===== src/rtl/mdu_ctrl.sv =====
`default_nettype none
// ============================================================================
//  Module      : mdu_ctrl
//  Description : Multiply/divide unit controller. Iterative shift-add
//                multiply and restoring divide (one bit per cycle) that
//                produce the HI/LO write, plus MTHI/MTLO pass-through and a
//                divide-by-zero flag.
//                Optional macro MDU_FAST_MULT_EN selects a single-cycle
//                32x32 multiplier for MULT/MULTU; divide stays iterative.
//  Revision    : 1.0 - initial release
// ============================================================================
module mdu_ctrl (
    input  logic        clk,
    input  logic        rst,
    input  logic        start,
    input  logic [2:0]  op,
    input  logic [31:0] a,
    input  logic [31:0] b,
    input  logic [31:0] hi_cur,
    input  logic [31:0] lo_cur,
    input  logic        flush,
    output logic        busy,
    output logic        hilo_we,
    output logic [31:0] hi_wd,
    output logic [31:0] lo_wd,
    output logic        div_zero
);

    typedef enum logic [1:0] {
        IDLE = 2'd0,
        MUL  = 2'd1,
        DIV  = 2'd2,
        DONE = 2'd3
    } state_t;

    state_t      state;
    logic [63:0] acc;       // MUL: {partial product, multiplier}; DIV: {remainder, dividend/quotient}
    logic [31:0] opnd;      // |multiplicand| or |divisor|
    logic [4:0]  cnt;
    logic        neg_q;     // negate product / quotient at the end
    logic        neg_r;     // negate remainder at the end
    logic        we_q;
    logic        dz_q;

    logic        sgn;
    logic [31:0] abs_a;
    logic [31:0] abs_b;
    logic [32:0] mul_sum;
    logic [63:0] mul_next;
    logic [32:0] div_trial;
    logic        div_ge;
    logic [31:0] div_rem;
    logic [63:0] div_next;
    logic [63:0] prod_fix;
    logic [31:0] quo_fix;
    logic [31:0] rem_fix;
`ifdef MDU_FAST_MULT_EN
    logic [63:0] fast_prod;
    logic [63:0] fast_fix;
`endif

    // Operand conditioning and one iteration step of multiply and divide.
    always_comb begin
        sgn       = ~op[0];
        abs_a     = (sgn && a[31]) ? (32'd0 - a) : a;
        abs_b     = (sgn && b[31]) ? (32'd0 - b) : b;
        mul_sum   = {1'b0, acc[63:32]} + (acc[0] ? {1'b0, opnd} : 33'd0);
        mul_next  = {mul_sum, acc[31:1]};
        div_trial = acc[63:31];
        div_ge    = (div_trial >= {1'b0, opnd});
        // When the trial fits, the true difference is below 2^32, so the
        // low 32 bits of the subtraction are exact.
        div_rem   = div_ge ? (div_trial[31:0] - opnd) : div_trial[31:0];
        div_next  = {div_rem, acc[30:0], div_ge};
        prod_fix  = neg_q ? (64'd0 - mul_next) : mul_next;
        quo_fix   = neg_q ? (32'd0 - div_next[31:0]) : div_next[31:0];
        rem_fix   = neg_r ? (32'd0 - div_next[63:32]) : div_next[63:32];
`ifdef MDU_FAST_MULT_EN
        fast_prod = {32'd0, abs_a} * {32'd0, abs_b};
        fast_fix  = (sgn && (a[31] ^ b[31])) ? (64'd0 - fast_prod) : fast_prod;
`endif
    end

    // Control FSM with datapath registers and registered write outputs.
    always_ff @(posedge clk or posedge rst) begin
        if (rst) begin
            state <= IDLE;
            acc   <= 64'd0;
            opnd  <= 32'd0;
            cnt   <= 5'd0;
            neg_q <= 1'b0;
            neg_r <= 1'b0;
            we_q  <= 1'b0;
            dz_q  <= 1'b0;
            hi_wd <= 32'd0;
            lo_wd <= 32'd0;
        end else begin
            we_q <= 1'b0;
            dz_q <= 1'b0;
            if (flush) begin
                state <= IDLE;
            end else begin
                case (state)
                    IDLE: begin
                        if (start) begin
                            case (op)
                                3'b000, 3'b001: begin
`ifdef MDU_FAST_MULT_EN
                                    hi_wd <= fast_fix[63:32];
                                    lo_wd <= fast_fix[31:0];
                                    we_q  <= 1'b1;
                                    state <= DONE;
`else
                                    acc   <= {32'd0, abs_b};
                                    opnd  <= abs_a;
                                    cnt   <= 5'd0;
                                    neg_q <= sgn & (a[31] ^ b[31]);
                                    state <= MUL;
`endif
                                end
                                3'b010, 3'b011: begin
                                    if (b == 32'd0) begin
                                        dz_q  <= 1'b1;
                                        state <= DONE;
                                    end else begin
                                        acc   <= {32'd0, abs_a};
                                        opnd  <= abs_b;
                                        cnt   <= 5'd0;
                                        neg_q <= sgn & (a[31] ^ b[31]);
                                        neg_r <= sgn & a[31];
                                        state <= DIV;
                                    end
                                end
                                3'b100: begin
                                    hi_wd <= a;
                                    lo_wd <= lo_cur;
                                    we_q  <= 1'b1;
                                    state <= DONE;
                                end
                                3'b101: begin
                                    hi_wd <= hi_cur;
                                    lo_wd <= a;
                                    we_q  <= 1'b1;
                                    state <= DONE;
                                end
                                default: ;
                            endcase
                        end
                    end
                    MUL: begin
                        acc <= mul_next;
                        cnt <= cnt + 5'd1;
                        if (cnt == 5'd31) begin
                            hi_wd <= prod_fix[63:32];
                            lo_wd <= prod_fix[31:0];
                            we_q  <= 1'b1;
                            state <= DONE;
                        end
                    end
                    DIV: begin
                        acc <= div_next;
                        cnt <= cnt + 5'd1;
                        if (cnt == 5'd31) begin
                            hi_wd <= rem_fix;
                            lo_wd <= quo_fix;
                            we_q  <= 1'b1;
                            state <= DONE;
                        end
                    end
                    default: state <= IDLE;   // DONE lasts one cycle
                endcase
            end
        end
    end

    // A flush landing on the write cycle suppresses the write in that cycle.
    always_comb begin
        busy     = (state != IDLE);
        hilo_we  = we_q & ~flush;
        div_zero = dz_q & ~flush;
    end

endmodule
`default_nettype wire


===== config.mk =====
export PLATFORM = sky130hd
export DESIGN_NAME = mdu_ctrl
export DESIGN_NICKNAME = d
export VERILOG_FILES = /design/src/rtl/mdu_ctrl.sv
export SDC_FILE = /design/constraint.sdc
export NUM_CORES = 1
export LEC_CHECK = 0
export ABC_AREA = 0
export BUFFER_PORTS_ARGS = -buffer_cell sky130_fd_sc_hd__buf_2
export CAP_MARGIN = 20
export CORE_UTILIZATION = 30
export CTS_CLUSTER_SIZE = 40
export DETAILED_ROUTE_END_ITERATION = 12
export GPL_TIMING_DRIVEN = 0
export PLACE_DENSITY = 0.51
export SYNTH_ARGS = -nofsm -noshare
export SYNTH_HDL_FRONTEND = slang
export SYNTH_SLANG_ARGS = --single-unit

===== constraint.sdc =====
create_clock -name clk -period 8 [get_ports clk]
set_clock_uncertainty 0.2 [all_clocks]
set_input_delay 1.2 -clock clk [delete_from_list [all_inputs] [get_ports clk]]
set_output_delay 1.2 -clock clk [all_outputs]
set_load 0.02 [all_outputs]

==> results, run 1 <==
- The share of the synthesized area in the top cell type is 0.224.
- The relative slew slack is 0.203.
- After synthesis, the cell types taking the most area are sky130_fd_sc_hd__dfrtp_1 22%, sky130_fd_sc_hd__nand2_1 8.8%, sky130_fd_sc_hd__o21ai_0 6.0%.
- Setup repair after global routing left no endpoint under its margin.
- The met2 track demand over resource in global routing is 0.496.
- The cell type with the largest total area after synthesis is sky130_fd_sc_hd__dfrtp_1.
- Summing all placed instances gives a cell area of 21200 um2.
- The worst path arrival time is 7.93 ns.
- Of the total power, combinational logic draws 0.735.
- The post-synthesis net count is 2871.
- The average vias per placed instance is 6.00.
- The first routing iteration left 2475 violations.
- The clock reaches the later pin of the worst-skew pair after 0.47 ns.
- At the pin with the least slew margin, the transition time is 1.20 ns.
- The number of max-slew violations in the final report was 0.
- In this run the vertical extent of the chip is 254 um.
- The run finished with clean final reports.
- The final number of hold-violating endpoints was 0.
- The maximum fanout encountered on the critical timing path is 10.
- The CTS tree is yes.
- The number of antenna violations at the first check in global routing is 3.
- Entering global routing, the biggest net connects 83 pins.
- The met1 global-route usage is 0.408.
- In the final layout, the multi-input gates occupy 13700 um2.
- In this run, post-CTS hold repair placed 0 buffers.
- Cell internal power was estimated by the tool at 3.60 mW.
- The worst register-to-register path ends at hi_wd[18].
- For this block, the via count after detailed routing is 22500.
- Setup violations remaining at the end of the flow were counted as 0.
- The clock drives 171 sinks.
- The required time reported for the critical path endpoint is 8.16 ns.
- After synthesis, the share of flip-flops with an asynchronous set or reset is 1.00.
- Summed over all nets, the half-perimeter wirelength after detailed placement is 82000 um.
- The number of global-route vias before repair was 21100.
- Dividing the final minimum period by the clock period gives 0.971.
- The routed length per placed instance is 27.0 um.
- After routing the design area is 21800 um2.
- At the end of routability-driven placement, the weighted congestion stood at 0.963.
- The leakage power total is 9.39 nW.
- The remaining design rule violation count is 0.
- Relative to the synthesized area, the layout overhead comes to 14.2%.
- The number of placed instances with taps included is 3710.
- Power comes to 8.86 mW.
- The register bit total from synthesis is 171.
- The share of the Yosys chip area taken by registers is 0.224.
- The remaining antenna violation count is 0.
- The setup check on the worst reg-to-reg path leaves a slack of 0.23 ns.
- Counting I/O delays and the setup requirement, the final critical path takes 7.77 ns.
- Of the total power, the share spent switching nets is 0.593.
- For this run, the number of standard cells in the final layout without fillers is 3744.
- The cell count of the worst hold path is 2.
- The critical path's largest stage delay is 0.65 ns.
- The number of buffers inserted during clock tree synthesis is 17.
- The layout net count is 3096.
- The tree is rooted in a sky130_fd_sc_hd__clkbuf_16.
- Across the VDD grid, the largest voltage drop is 174 uV.
- The critical path class is reg -> reg.
- In this run the number of H-tree levels came out at 4.
- The critical path startpoint category is a register.
- In this run, synthesis inferred 0 flip-flops with an integrated enable.
- Counting cells, the worst reg-to-reg path comes to 22.
- The cell with the largest stage delay on the worst path is sky130_fd_sc_hd__or4b_2.
- The kind of cell with the highest combined delay along the critical path is compound AO/OA/AOI/OAI gates.
- The deepest clock path buffer count is 2.
- The synthesized area per cell is 7.18 um2.
- The number of distinct library cells after synthesis is 105.
- The total number of yosys warnings is 0.
- The total congestion overflow after global routing is 0.
- Across the run, the number of max-cap violations was 0.
- Among all flip-flop cells after synthesis, the most frequent one is sky130_fd_sc_hd__dfrtp_1.
- Port buffering added 200 buffers.
- The sequential cells in the finished layout cover a total of 4280 um2.
- The starting density of the core is 0.303.
- Across every metal layer, demand over resource in global routing totals 0.308.
- Of the total power, the clock network draws 0.096.
- The post-placement worst setup slack is -0.0842 ns.
- The met3 capacity usage during global routing is 0.0277.
- In this run the most critical hold path is launched from cnt[4].
- The fraction of layout cells with a size suffix above 1 is 0.115.
- The worst hold path belongs to the class reg -> reg.
- The floorplan step set the die width to 254 um.
- The critical path crosses 22 cells after its start point.
- The core box area is 63000 um2.
- Clock-pin slew was measured on the worst setup and hold paths at 0.08 ns.
- The critical path endpoint category is a register.
- For this run, the detailed router's first-pass iteration total came to 6.
- The wire length of the first global-routing pass is 145000 um.
- The switching power is 5.25 mW.
- The number of top-level pins is 202.
- The number of buffers and inverters on the critical path is 4.
- Fill cells in the final layout number 6897.
- The startpoint of the most critical register-to-register path is acc[31].
- The die footprint is 64600 um2.
- The top achievable clock speed is 129 MHz.
- Row generation in the floorplan step produced 92 rows.
- Walking the worst path, the cells encountered are clkbuf_1, inv_1, ha_1, nor2b_1, o21bai_1, a211oi_2, o311ai_2, nand2_4, clkbuf_1, clkbuf_2, mux2i_1, ha_1, nand2_1, a221oi_1, o211ai_1, a21o_1, or4b_2, a211oi_2, o21bai_1, a32oi_1, a21oi_1, a21o_1.
- Synthesis produced a netlist whose cell count is 2659.
- The peak-usage layer in the global routing report is met2.
- The worst-case setup margin in the final layout is 0.234 ns.
- The terminating pin of the worst hold path is cnt[4].
- The synthesized netlist occupies a cell area of 19100 um2.
- The sequential power share is 0.170.
- The final wirelength is 101000 um.
- The power density over the cells is 406 nW/um2.
placed cells by master, fill, tap and decap left out, types with 50 or more instances in the layout:
cell | netlist | layout
sky130_fd_sc_hd__a21oi_1 | 190 | 190
sky130_fd_sc_hd__o31ai_1 | 107 | 107
sky130_fd_sc_hd__buf_2 | 18 | 221
sky130_fd_sc_hd__a221oi_1 | 50 | 50
sky130_fd_sc_hd__clkbuf_1 | 163 | 163
sky130_fd_sc_hd__ha_1 | 75 | 75
sky130_fd_sc_hd__dfrtp_1 | 171 | 171
sky130_fd_sc_hd__nand2_1 | 445 | 445
sky130_fd_sc_hd__and3_1 | 62 | 62
sky130_fd_sc_hd__inv_1 | 69 | 68
sky130_fd_sc_hd__xor2_1 | 67 | 67
sky130_fd_sc_hd__nor2_1 | 216 | 216
sky130_fd_sc_hd__xnor2_1 | 129 | 129
sky130_fd_sc_hd__o21ai_0 | 228 | 228
logic make-up after synthesis:
kind of cell             count (synthesis)  share of synthesized area
AND/OR/NAND/NOR                       1038                      0.257
AO/OA/AOI/OAI                          878                      0.308
buffers and inverters                  274                     0.0567
multiplexers                            25                     0.0135
adder cells (fa/ha/maj)                 77                     0.0513
flip-flops                             171                      0.224
XOR/XNOR                               196                     0.0899
flip-flops by register name (all words and copies together) (netlist names):
signal	count
acc	64
hi_wd	32
lo_wd	32
opnd	32
cnt	5
state	2
dz_q	1
neg_q	1
neg_r	1
we_q	1
cell type report:
type | instances | share of cell area
antenna | 1 | 0.000115
buffer | 203 | 0.0375
clock buffer | 18 | 0.0197
clock inverter | 14 | 0.00580
inverter | 71 | 0.0126
multi-input combinational | 2214 | 0.630
sequential | 171 | 0.196
tap | 846 | 0.0486
timing repair buffer | 206 | 0.0493
layer usage:
layer | vias up | wire, um
li1 | 10100 | -
met1 | 11000 | 42900
met2 | 1102 | 46100
met3 | 198 | 6200
met4 | 0 | 5780
met5 | - | 0
cells in the mapped netlist (all sizes together), types with 28 or more instances:
master	instances
nand4	28
nand3	46
and3	62
nor2	217
clkbuf	164
buf	39
o31ai	109
or3	38
a21oi	194
xnor2	129
a21o	36
a22oi	29
a221oi	51
xor2	67
nor3	46
dfrtp	171
inv	70
ha	75
nand2	448
o21ai	236
power groups by stage:
stage / Clock (mW) / Combinational [mW] / Sequential (mW)
2_1_floorplan: 0 / 3.86 / 1.58
3_5_place_dp: 0 / 6.29 / 1.51
3_3_place_gp: 0 / 6.26 / 1.50
6_report: 0.846 / 6.51 / 1.50
4_1_cts: 0.850 / 6.33 / 1.50
5_1_grt: 0.873 / 6.89 / 1.53
timing repair:
item | 4_1_cts | 5_1_grt
buffers inserted | 0 | 0
hold endpoints to repair | 0 | 0
gates resized for setup | 1 | 1
setup endpoints to repair | 1 | 1
pin swaps | 0 | 0
how the worst max path moves through the flow:
stage | startpoint | slack [ns] | end
floorplan | rst | 1.97 | acc[0]
global placement | rst | -0.56 | state[0]
detailed placement | acc[31] | -0.08 | hi_wd[18]
CTS | acc[31] | 0.13 | hi_wd[18]
global route | acc[31] | 0.06 | hi_wd[18]
finish | acc[31] | 0.23 | hi_wd[18]
stage by stage:
stage,util,setup TNS [ns],hold WS [ns]
final,0.346,0,0.279
after global routing,0.346,0,0.307
after CTS,0.346,0,0.284
after detailed placement,0.337,-0.0842,0.267
after global placement,0.336,-89.68,0.266
after floorplan,-,0,0.245
tightest hold or removal path, cell delays in order, from the launching register on:
cell	delay, ns
sky130_fd_sc_hd__dfrtp_1	0.35
sky130_fd_sc_hd__nand2_1	0.05
sky130_fd_sc_hd__nand2_1	0.05
No activity file was read; power rests on OpenSTA's default activity.
==> run 2, diff against run 1 <==
--- a/config.mk
+++ b/config.mk
@@ -8,11 +8,13 @@
 export ABC_AREA = 0
 export BUFFER_PORTS_ARGS = -buffer_cell sky130_fd_sc_hd__buf_2
 export CAP_MARGIN = 20
+export CELL_PAD_IN_SITES_DETAIL_PLACEMENT = 1
+export CELL_PAD_IN_SITES_GLOBAL_PLACEMENT = 1
 export CORE_UTILIZATION = 30
 export CTS_CLUSTER_SIZE = 40
 export DETAILED_ROUTE_END_ITERATION = 12
 export GPL_TIMING_DRIVEN = 0
-export PLACE_DENSITY = 0.51
+export PLACE_DENSITY = 0.64
 export SYNTH_ARGS = -nofsm -noshare
 export SYNTH_HDL_FRONTEND = slang
 export SYNTH_SLANG_ARGS = --single-unit
==> run 2 against run 1 <==
- core utilization about the same
- routed wire length increased by 3.6%
- critical path type unchanged
- worst setup slack improved by 0.17 ns
- sequential share of layout area about the same
- register-to-register slack improved by 0.17 ns
- critical path depth unchanged
- via count increased by 0.54%
- die area unchanged
==> results, run 2 (synthesis gave the netlist of run 1 again) <==
- The fraction of layout cells with a size suffix above 1 is 0.115 (-0.000306).
- The final cycle utilization of the critical path is 0.950 (-0.0210).
- The total congestion overflow after global routing was 0 (unchanged).
- The remaining antenna violation count is 0 (unchanged).
- The via count was 22600 (+0.54%).
- The core box area is 63000 um2 (unchanged).
- The area growth from synthesis to layout is 14.3%.
- The number of global-route vias before repair is 22600 (+6.9%).
- The final wirelength came to 105000 um (+3.6%).
- The power density over the cells is 411 nW/um2 (+1.1%).
- The antenna diode count is 0 (-1).
- The CTS tree is yes.
- The number of placed instances with taps included was 3709 (-0.027%).
- The total of buffers placed on input and output ports is 200 (unchanged).
- The deepest clock path buffer count is 2 (unchanged).
- The setup slack of the worst register-to-register path is 0.40 ns (+0.17 ns).
- The hold buffer count at cts is 0 (unchanged).
- The relative slew slack was 0.160 (-0.0421).
- The clock root buffer master is sky130_fd_sc_hd__clkbuf_16.
- In this run the critical register-to-register path is captured at hi_wd[18].
- The top achievable clock speed is 132 MHz (+2.2%).
- The post-placement cell area is 21200 um2 (about the same).
- The critical path startpoint category is a register.
- Setup repair after global routing left no endpoint under its margin.
- The flow ran to the end, and the final reports show no timing, DRC or antenna violations.
- The maximum VDD drop is 181 uV (+4.2%).
- The worst setup path is of the reg -> reg kind.
- The CTS H-tree depth is 4 (unchanged).
- The number of inserted filler cells in the final layout came to 8077 (+17%).
- The number of clock sinks is 171 (unchanged).
- The die footprint is 64600 um2 (unchanged).
- The worst hold slack after final layout came to 0.282 ns (+0.00302 ns).
- The flip-flop count of the largest register, all copies and words added is 64 (unchanged).
- The routability congestion estimate from global placement was 0.990 (+2.8%).
- The clock network latency to the later pin of the worst-skew pair came to 0.48 ns (about the same).
- The starting density of the core is 0.303 (unchanged).
- The top cell types in the final layout, fill and taps aside, are 445 x sky130_fd_sc_hd__nand2_1, 228 x sky130_fd_sc_hd__o21ai_0, 220 x sky130_fd_sc_hd__buf_2, 216 x sky130_fd_sc_hd__nor2_1, 190 x sky130_fd_sc_hd__a21oi_1.
- The post-route non-filler standard cell count is 3742 (-0.053%).
- The sequential cell area is 4280 um2 (unchanged).
- The final number of hold-violating endpoints is 0 (unchanged).
- The critical path endpoint category is a register.
- The placement row count is 92 (unchanged).
- The startpoint identified for the worst register-to-register timing path is acc[31].
- The number of max-slew violations in the final report is 0 (unchanged).
- The remaining design rule violation count came to 0 (unchanged).
- The wire length of the first global-routing pass is 151000 um (+4.2%).
- The floorplan die width is 254 um (unchanged).
- Leaving out fill and tap cells, the most frequent cell in the layout is sky130_fd_sc_hd__nand2_1.
- The area of all placed cells without fillers is 21800 um2 (+0.10%).
- The number of detailed-routing iterations run before antenna repair is 7 (+1).
- The routed length per placed instance is 27.9 um (+3.6%).
- The number of maximum-capacitance constraint violations was 0 (unchanged).
- The average vias per placed instance is 6.03 (+0.60%).
- The maximum fanout encountered on the critical timing path is 10 (unchanged).
- The shortest period the worst path allows was 7.60 ns (-0.168 ns).
- The number of antenna violations at the first check in global routing came to 3 (unchanged).
- The number of top-level pins is 202 (unchanged).
- The leakage power total was 9.40 nW (+0.14%).
- The cell count of the worst hold path is 2 (unchanged).
- The area used by multi-input combinational logic is 13700 um2 (about the same).
- The final count of negative-setup-slack endpoints is 0 (unchanged).
- The final sum of negative setup slack is 0 ns (unchanged).
- The worst hold path belongs to the class reg -> reg.
- The clock transition at the registers of the reported paths came to 0.08 ns (about the same).
- The required time reported for the critical path endpoint was 8.18 ns (+0.02 ns).
- The launch instance of the worst min-delay path is opnd[18].
- The number of cell instances on the worst register-to-register path is 22 (unchanged).
- The number of buffers inserted during clock tree synthesis is 17 (unchanged).
- The layout net count is 3095 (-0.032%).
- The half-perimeter wire length after detailed placement is 84800 um (+3.5%).
- The worst path arrival time came to 7.77 ns (-0.16 ns).
- The global-route usage over all layers was 0.319 (+0.0108).
- The DRC marker count from the first detailed-route iteration came to 1949 (-21%).
- The pin count of the biggest net entering global routing is 119 (+43%).
- The slew at the pin closest to its max-slew limit is 1.26 ns (+0.0592 ns).
- The die height is 254 um (unchanged).
- The terminating pin of the worst hold path is opnd[18].
- The register containing the most flip-flops in the final layout is acc.
run 2: area by class of cell:
| cell class | instances | area share |
|---|---|---|
| plain buffers | 203 | 0.0374 |
| flip-flops and latches | 171 | 0.196 |
| well taps | 846 | 0.0485 |
| clock inverters | 15 | 0.00820 |
| repair buffers | 205 | 0.0486 |
| multi-input cells | 2214 | 0.629 |
| clock buffers | 17 | 0.0195 |
| inverters | 71 | 0.0126 |
run 2: worst max-delay path by stage:
stage / startpoint / to / slack, ns / cells after the start
floorplan: rst / acc[0] / 1.97 / 1
global placement: rst / state[0] / -0.50 / 2
detailed placement: acc[31] / hi_wd[18] / 0.34 / 22
CTS: acc[31] / hi_wd[18] / 0.34 / 22
global route: acc[31] / hi_wd[18] / 0.23 / 22
finish: acc[31] / hi_wd[18] / 0.40 / 22
run 2: through the flow:
stage,setup WS [ns],power (mW),util
final,0.402,8.97,0.347
after global routing,0.225,9.38,0.347
after CTS,0.336,8.79,0.346
after detailed placement,0.336,7.85,0.337
after global placement,-0.504,7.70,0.336
after floorplan,1.97,5.43,-
run 2: repair_timing:
item / 4_1_cts / 5_1_grt
setup endpoints to repair: 0 / 1
gates resized for setup: 0 / 2
buffers inserted: 0 / 0
hold endpoints to repair: 0 / 0
run 2: report_power, final:
part	internal (mW)	switching, mW	leakage (nW)	total [mW]
Combinational	1.99	4.57	6.93	6.56
Sequential	1.21	0.288	2.18	1.50
Clock	0.472	0.438	0.293	0.910
Total	3.67	5.30	9.40	8.97
run 2: worst max-delay path, cell delays in order, from the launching register on:
cell	delay [ns]
sky130_fd_sc_hd__dfrtp_1	0.33
sky130_fd_sc_hd__clkbuf_1	0.48
sky130_fd_sc_hd__inv_1	0.16
sky130_fd_sc_hd__ha_1	0.31
sky130_fd_sc_hd__nor2b_1	0.18
sky130_fd_sc_hd__o21bai_1	0.21
sky130_fd_sc_hd__a211oi_2	0.53
sky130_fd_sc_hd__o311ai_2	0.21
sky130_fd_sc_hd__nand2_4	0.25
sky130_fd_sc_hd__clkbuf_1	0.51
sky130_fd_sc_hd__clkbuf_2	0.50
sky130_fd_sc_hd__mux2i_1	0.31
sky130_fd_sc_hd__ha_1	0.30
sky130_fd_sc_hd__nand2_1	0.08
sky130_fd_sc_hd__a221oi_1	0.22
sky130_fd_sc_hd__o211ai_1	0.22
sky130_fd_sc_hd__a21o_1	0.24
sky130_fd_sc_hd__or4b_2	0.63
sky130_fd_sc_hd__a211oi_1	0.71
sky130_fd_sc_hd__o21bai_1	0.15
sky130_fd_sc_hd__a32oi_1	0.23
sky130_fd_sc_hd__a21oi_1	0.24
sky130_fd_sc_hd__a21o_1	0.27
run 2: per-layer routing:
layer  wire [um]  up-vias  track usage  share of wire
li1            -    10100            -              -
met1       43600    11300        0.405           0.42
met2       48400      915        0.524           0.46
met3        6050      234       0.0323          0.058
met4        6580        0        0.188          0.063
met5           0        -            0              0
==> run 3, diff against run 2 <==
--- a/config.mk
+++ b/config.mk
@@ -5,16 +5,17 @@
 export SDC_FILE = /design/constraint.sdc
 export NUM_CORES = 1
 export LEC_CHECK = 0
-export ABC_AREA = 0
+export ABC_AREA = 1
 export BUFFER_PORTS_ARGS = -buffer_cell sky130_fd_sc_hd__buf_2
 export CAP_MARGIN = 20
 export CELL_PAD_IN_SITES_DETAIL_PLACEMENT = 1
 export CELL_PAD_IN_SITES_GLOBAL_PLACEMENT = 1
+export CORE_ASPECT_RATIO = 1.4
 export CORE_UTILIZATION = 30
 export CTS_CLUSTER_SIZE = 40
 export DETAILED_ROUTE_END_ITERATION = 12
 export GPL_TIMING_DRIVEN = 0
-export PLACE_DENSITY = 0.64
+export PLACE_DENSITY = 0.67
 export SYNTH_ARGS = -nofsm -noshare
 export SYNTH_HDL_FRONTEND = slang
 export SYNTH_SLANG_ARGS = --single-unit
==> run 3 against run 2 <==
- via count is 13% higher
- clock power is 2% higher
- worst hold slack worse by 0.0011 ns
- worst setup slack better by 1.6 ns
- first-iteration DRC count is 7.4% higher
- die area is 5.0% higher
- synthesized cell count is 31% higher
- highest routed layer unchanged
==> results, run 3 <==
- The leading register cell type out of synthesis is sky130_fd_sc_hd__dfrtp_1.
- The number of antenna violations at the first check in global routing is 3 (unchanged).
- Traced cell by cell, the critical path runs through clkbuf_1, clkbuf_1, nand2_1, inv_1, ha_1, inv_1, fa_1, inv_1, nand2_1, nand2_1, inv_1, nor2_1, nand3_1, nor3_1, nand3_1, nor2_1, nand3_1, nand2_1, nor3_1, nor2_1, nand3_1, nand2_1, nand2_1.
- The kind of cell adding the most delay to the critical path is simple AND/OR/NAND/NOR gates.
- The remaining antenna violation count was 0 (unchanged).
- The number of buffers inserted during clock tree synthesis is 17 (unchanged).
- The critical path's largest stage delay is 0.49 ns (-0.22 ns).
- The clock power share is 0.107 (+0.006).
- The CTS H-tree depth is 4 (unchanged).
- The register bit total from synthesis is 171 (unchanged).
- The starting density of the core is 0.305 (+0.00148).
- The fraction of registers with async set/reset is 1.00 (unchanged).
- The maximum VDD drop is 190 uV (+5.1%).
- The required time reported for the critical path endpoint was 8.18 ns (about the same).
- The register containing the most flip-flops in the final layout is acc.
- The number of distinct library cells after synthesis is 59 (-44%).
- The hold buffer count at cts is 0 (unchanged).
- The number of max-slew violations in the final report came to 0 (unchanged).
- The pin count of the biggest net entering global routing is 104 (-13%).
- The relative slew slack is 0.209 (+0.0481).
- The slowest stage of the critical path belongs to the cell sky130_fd_sc_hd__nor3_1.
- The combined buffer and inverter count along the critical path is 6 (+2).
- The maximum fanout encountered on the critical timing path was 10 (unchanged).
- The total congestion overflow after global routing is 0 (unchanged).
- The most common library cell in the layout ignoring fill and taps is sky130_fd_sc_hd__nand2_1.
- The number of flops mapped to enable cells by yosys is 0 (unchanged).
- The leakage power total is 12.0 nW (+28%).
- The floorplan die width came to 221 um (-13%).
- The setup fix buffers added after clock tree synthesis is 0 (unchanged).
- The wire length of the first global-routing pass came to 174000 um (+15%).
- The shortest period the worst path allows is 5.95 ns (-1.65 ns).
- Setup repair after global routing left no endpoint under its margin.
- The cell area after technology mapping was 20100 um2 (+5.1%).
- The number of maximum-capacitance constraint violations is 0 (unchanged).
- The clock network latency to the later pin of the worst-skew pair is 0.49 ns (about the same).
- The met2 track demand over resource in global routing is 0.597 (+0.0736).
- The sequential power share was 0.177 (+0.010).
- The final wirelength is 122000 um (+17%).
- The number of clock sinks is 171 (unchanged).
- The placement row count was 111 (+21%).
- The die height was 308 um (+21%).
- The worst setup path is captured at a register.
- The flip-flop count of the largest register, all copies and words added is 64 (unchanged).
- The cell type with the largest total area after synthesis is sky130_fd_sc_hd__dfrtp_1.
- The internal power is 3.20 mW (-13%).
- The routability congestion estimate from global placement came to 1.03 (+3.8%).
- The top cell types in the final layout, fill and taps aside, are 1036 x sky130_fd_sc_hd__nand2_1, 509 x sky130_fd_sc_hd__inv_1, 348 x sky130_fd_sc_hd__nor2_1, 309 x sky130_fd_sc_hd__o21ai_0, 263 x sky130_fd_sc_hd__nand3_1.
- The layout net count is 3929 (+27%).
- The half-perimeter wire length after detailed placement was 102000 um (+21%).
- The flow ran to the end, and the final reports show no timing, DRC or antenna violations.
- The global-route usage over all layers came to 0.360 (+0.0409).
- The total of buffers placed on input and output ports is 201 (+0.50%).
- The worst hold slack after final layout is 0.281 ns (-0.00113 ns).
- In this run the clock root is driven by a sky130_fd_sc_hd__clkbuf_16.
- The post-synthesis net count came to 3707 (+29%).
- The final number of hold-violating endpoints is 0 (unchanged).
- By instance count, the leading cell after synthesis is sky130_fd_sc_hd__nand2_1.
- By area the synthesized netlist is led by sky130_fd_sc_hd__dfrtp_1 21%, sky130_fd_sc_hd__nand2_1 19%, sky130_fd_sc_hd__inv_1 9.5%.
- The met1 global-route usage is 0.392 (-0.0126).
- The number of top-level pins is 202 (unchanged).
- The critical path class is reg -> reg.
- The top achievable clock speed was 168 MHz (+28%).
- The area growth from synthesis to layout is 13.7%.
- The switching power is 5.51 mW (+4.0%).
- The share of the synthesized area in the top cell type is 0.213 (-0.0108).
- The via count is 25600 (+13%).
- The peak-usage layer in the global routing report is met2.
- The slew at the pin closest to its max-slew limit is 1.19 ns (-0.0683 ns).
- TritonCTS built the clock tree.
- The worst path arrival time was 6.13 ns (-1.64 ns).
- The synthesized instance count is 3495 (+31%).
- The fraction of layout cells with a size suffix above 1 is 0.0847 (-0.0299).
- The total number of yosys warnings is 0 (unchanged).
- The post-route total power was 8.72 mW (-2.8%).
- The synthesized area per cell is 5.74 um2 (-20%).
- The sequential element share of the synthesized area was 0.213 (-0.0108).
- The core box area came to 65800 um2 (+4.6%).
- The combinational power share is 0.716 (-0.015).
- The met3 capacity usage during global routing is 0.0481 (+0.0159).
- The die footprint is 67900 um2 (+5.0%).
- The DRC marker count from the first detailed-route iteration is 2093 (+7.4%).
- The remaining design rule violation count is 0 (unchanged).
- The post-cts gate resize count is 0 (unchanged).
- The number of detailed-routing iterations run before antenna repair is 6 (-1).
- STA classifies the critical path startpoint as a register.
- The power density over the cells is 382 nW/um2 (-7.0%).
- The final count of negative-setup-slack endpoints came to 0 (unchanged).
- The number of inserted filler cells in the final layout is 9132 (+13%).
- The routed length per placed instance came to 26.6 um (-4.7%).
- The final core utilization is 0.346 (about the same).
- In this design, the critical path's most frequently occurring cell is sky130_fd_sc_hd__nand2_1.
- The average vias per placed instance was 5.58 (-7.5%).
- The type of the most critical hold path is reg -> reg.
- Sorting the synthesized cells by how often they occur yields 1036 x sky130_fd_sc_hd__nand2_1, 510 x sky130_fd_sc_hd__inv_1, 348 x sky130_fd_sc_hd__nor2_1, 309 x sky130_fd_sc_hd__o21ai_0, 263 x sky130_fd_sc_hd__nand3_1.
- The deepest clock path buffer count is 2 (unchanged).
- The final cycle utilization of the critical path is 0.744 (-0.206).
- The clock transition at the registers of the reported paths came to 0.09 ns (about the same).
- The switching power share of the total is 0.633 (+0.0415).
- The number of global-route vias before repair came to 25700 (+14%).
## run 3: final timing paths
| kind | start | end | slack (ns) | cells after the start |
|---|---|---|---|---|
| max in group asynchronous | rst | opnd[24] | 6.04 | 3 |
| worst max-delay path | acc[0] | hi_wd[26] | 2.05 | 23 |
| worst max register to register | acc[0] | hi_wd[26] | 2.05 | 23 |
| min in group asynchronous | rst | lo_wd[15] | 0.55 | 2 |
| worst min-delay path | hi_wd[20] | hi_wd[20] | 0.28 | 2 |
| worst min register to register | hi_wd[20] | hi_wd[20] | 0.28 | 2 |
## run 3: layer usage
| layer | share of wire | wire length (um) |
|---|---|---|
| met3 | 0.052 | 6360 |
| met5 | 0 | 0 |
| met4 | 0.11 | 13600 |
| met2 | 0.47 | 57600 |
| met1 | 0.36 | 44400 |
## run 3: per-stage QoR
step | setup WS (ns) | cell area [um2] | TNS, ns | cells
CTS | 2.41 | 22800 | 0 | 4576
global route | 1.86 | 22800 | 0 | 4578
floorplan | 1.97 | 20100 | 0 | 3495
detailed placement | 2.45 | 22200 | 0 | 4544
finish | 2.05 | 22800 | 0 | 4581
global placement | -0.828 | 22100 | -131.31 | 4543
## run 3: area by class of cell
| cell class | count | area (um2) | area share |
|---|---|---|---|
| multi-input combinational | 2662 | 13300 | 0.581 |
| sequential | 171 | 4280 | 0.188 |
| inverter | 523 | 1970 | 0.0864 |
| tap | 847 | 1060 | 0.0465 |
| timing repair buffer | 203 | 1040 | 0.0457 |
| buffer | 139 | 567 | 0.0249 |
| clock buffer | 17 | 425 | 0.0187 |
| clock inverter | 15 | 194 | 0.00851 |
| antenna | 4 | 10.0 | 0.000439 |
## run 3: power by group through the flow
stage	combinational, mW	clock [mW]	sequential [mW]
2_1_floorplan	3.46	0	1.58
3_3_place_gp	5.97	0	1.55
3_5_place_dp	6.04	0	1.55
4_1_cts	6.06	0.936	1.54
5_1_grt	6.63	0.957	1.56
6_report	6.24	0.929	1.55
## run 3: worst reg2reg max path, stage by stage, from the launching register on
cell and delay (ns):
sky130_fd_sc_hd__dfrtp_1 0.34, sky130_fd_sc_hd__clkbuf_1 0.46, sky130_fd_sc_hd__clkbuf_1 0.45, sky130_fd_sc_hd__nand2_1 0.09, sky130_fd_sc_hd__inv_1 0.10, sky130_fd_sc_hd__ha_1 0.33, sky130_fd_sc_hd__inv_1 0.10, sky130_fd_sc_hd__fa_1 0.43
sky130_fd_sc_hd__inv_1 0.15, sky130_fd_sc_hd__nand2_1 0.08, sky130_fd_sc_hd__nand2_1 0.28, sky130_fd_sc_hd__inv_1 0.15, sky130_fd_sc_hd__nor2_1 0.18, sky130_fd_sc_hd__nand3_1 0.18, sky130_fd_sc_hd__nor3_1 0.49, sky130_fd_sc_hd__nand3_1 0.18
sky130_fd_sc_hd__nor2_1 0.28, sky130_fd_sc_hd__nand3_1 0.16, sky130_fd_sc_hd__nand2_1 0.15, sky130_fd_sc_hd__nor3_1 0.07, sky130_fd_sc_hd__nor2_1 0.21, sky130_fd_sc_hd__nand3_1 0.40, sky130_fd_sc_hd__nand2_1 0.28, sky130_fd_sc_hd__nand2_1 0.09
## run 3: kinds of logic (layout without fill, tap and decap cells)
| group | after synthesis | count (layout) | synth area share |
|---|---|---|---|
| simple gates | 1832 | 1832 | 0.383 |
| compound gates | 673 | 673 | 0.193 |
| buf+inv | 662 | 897 | 0.126 |
| flops | 171 | 171 | 0.213 |
| fa+ha+maj | 77 | 77 | 0.0488 |
| xor+xnor | 75 | 75 | 0.0328 |
| mux | 5 | 5 | 0.00250 |
| other cells | 0 | 4 | 0 |
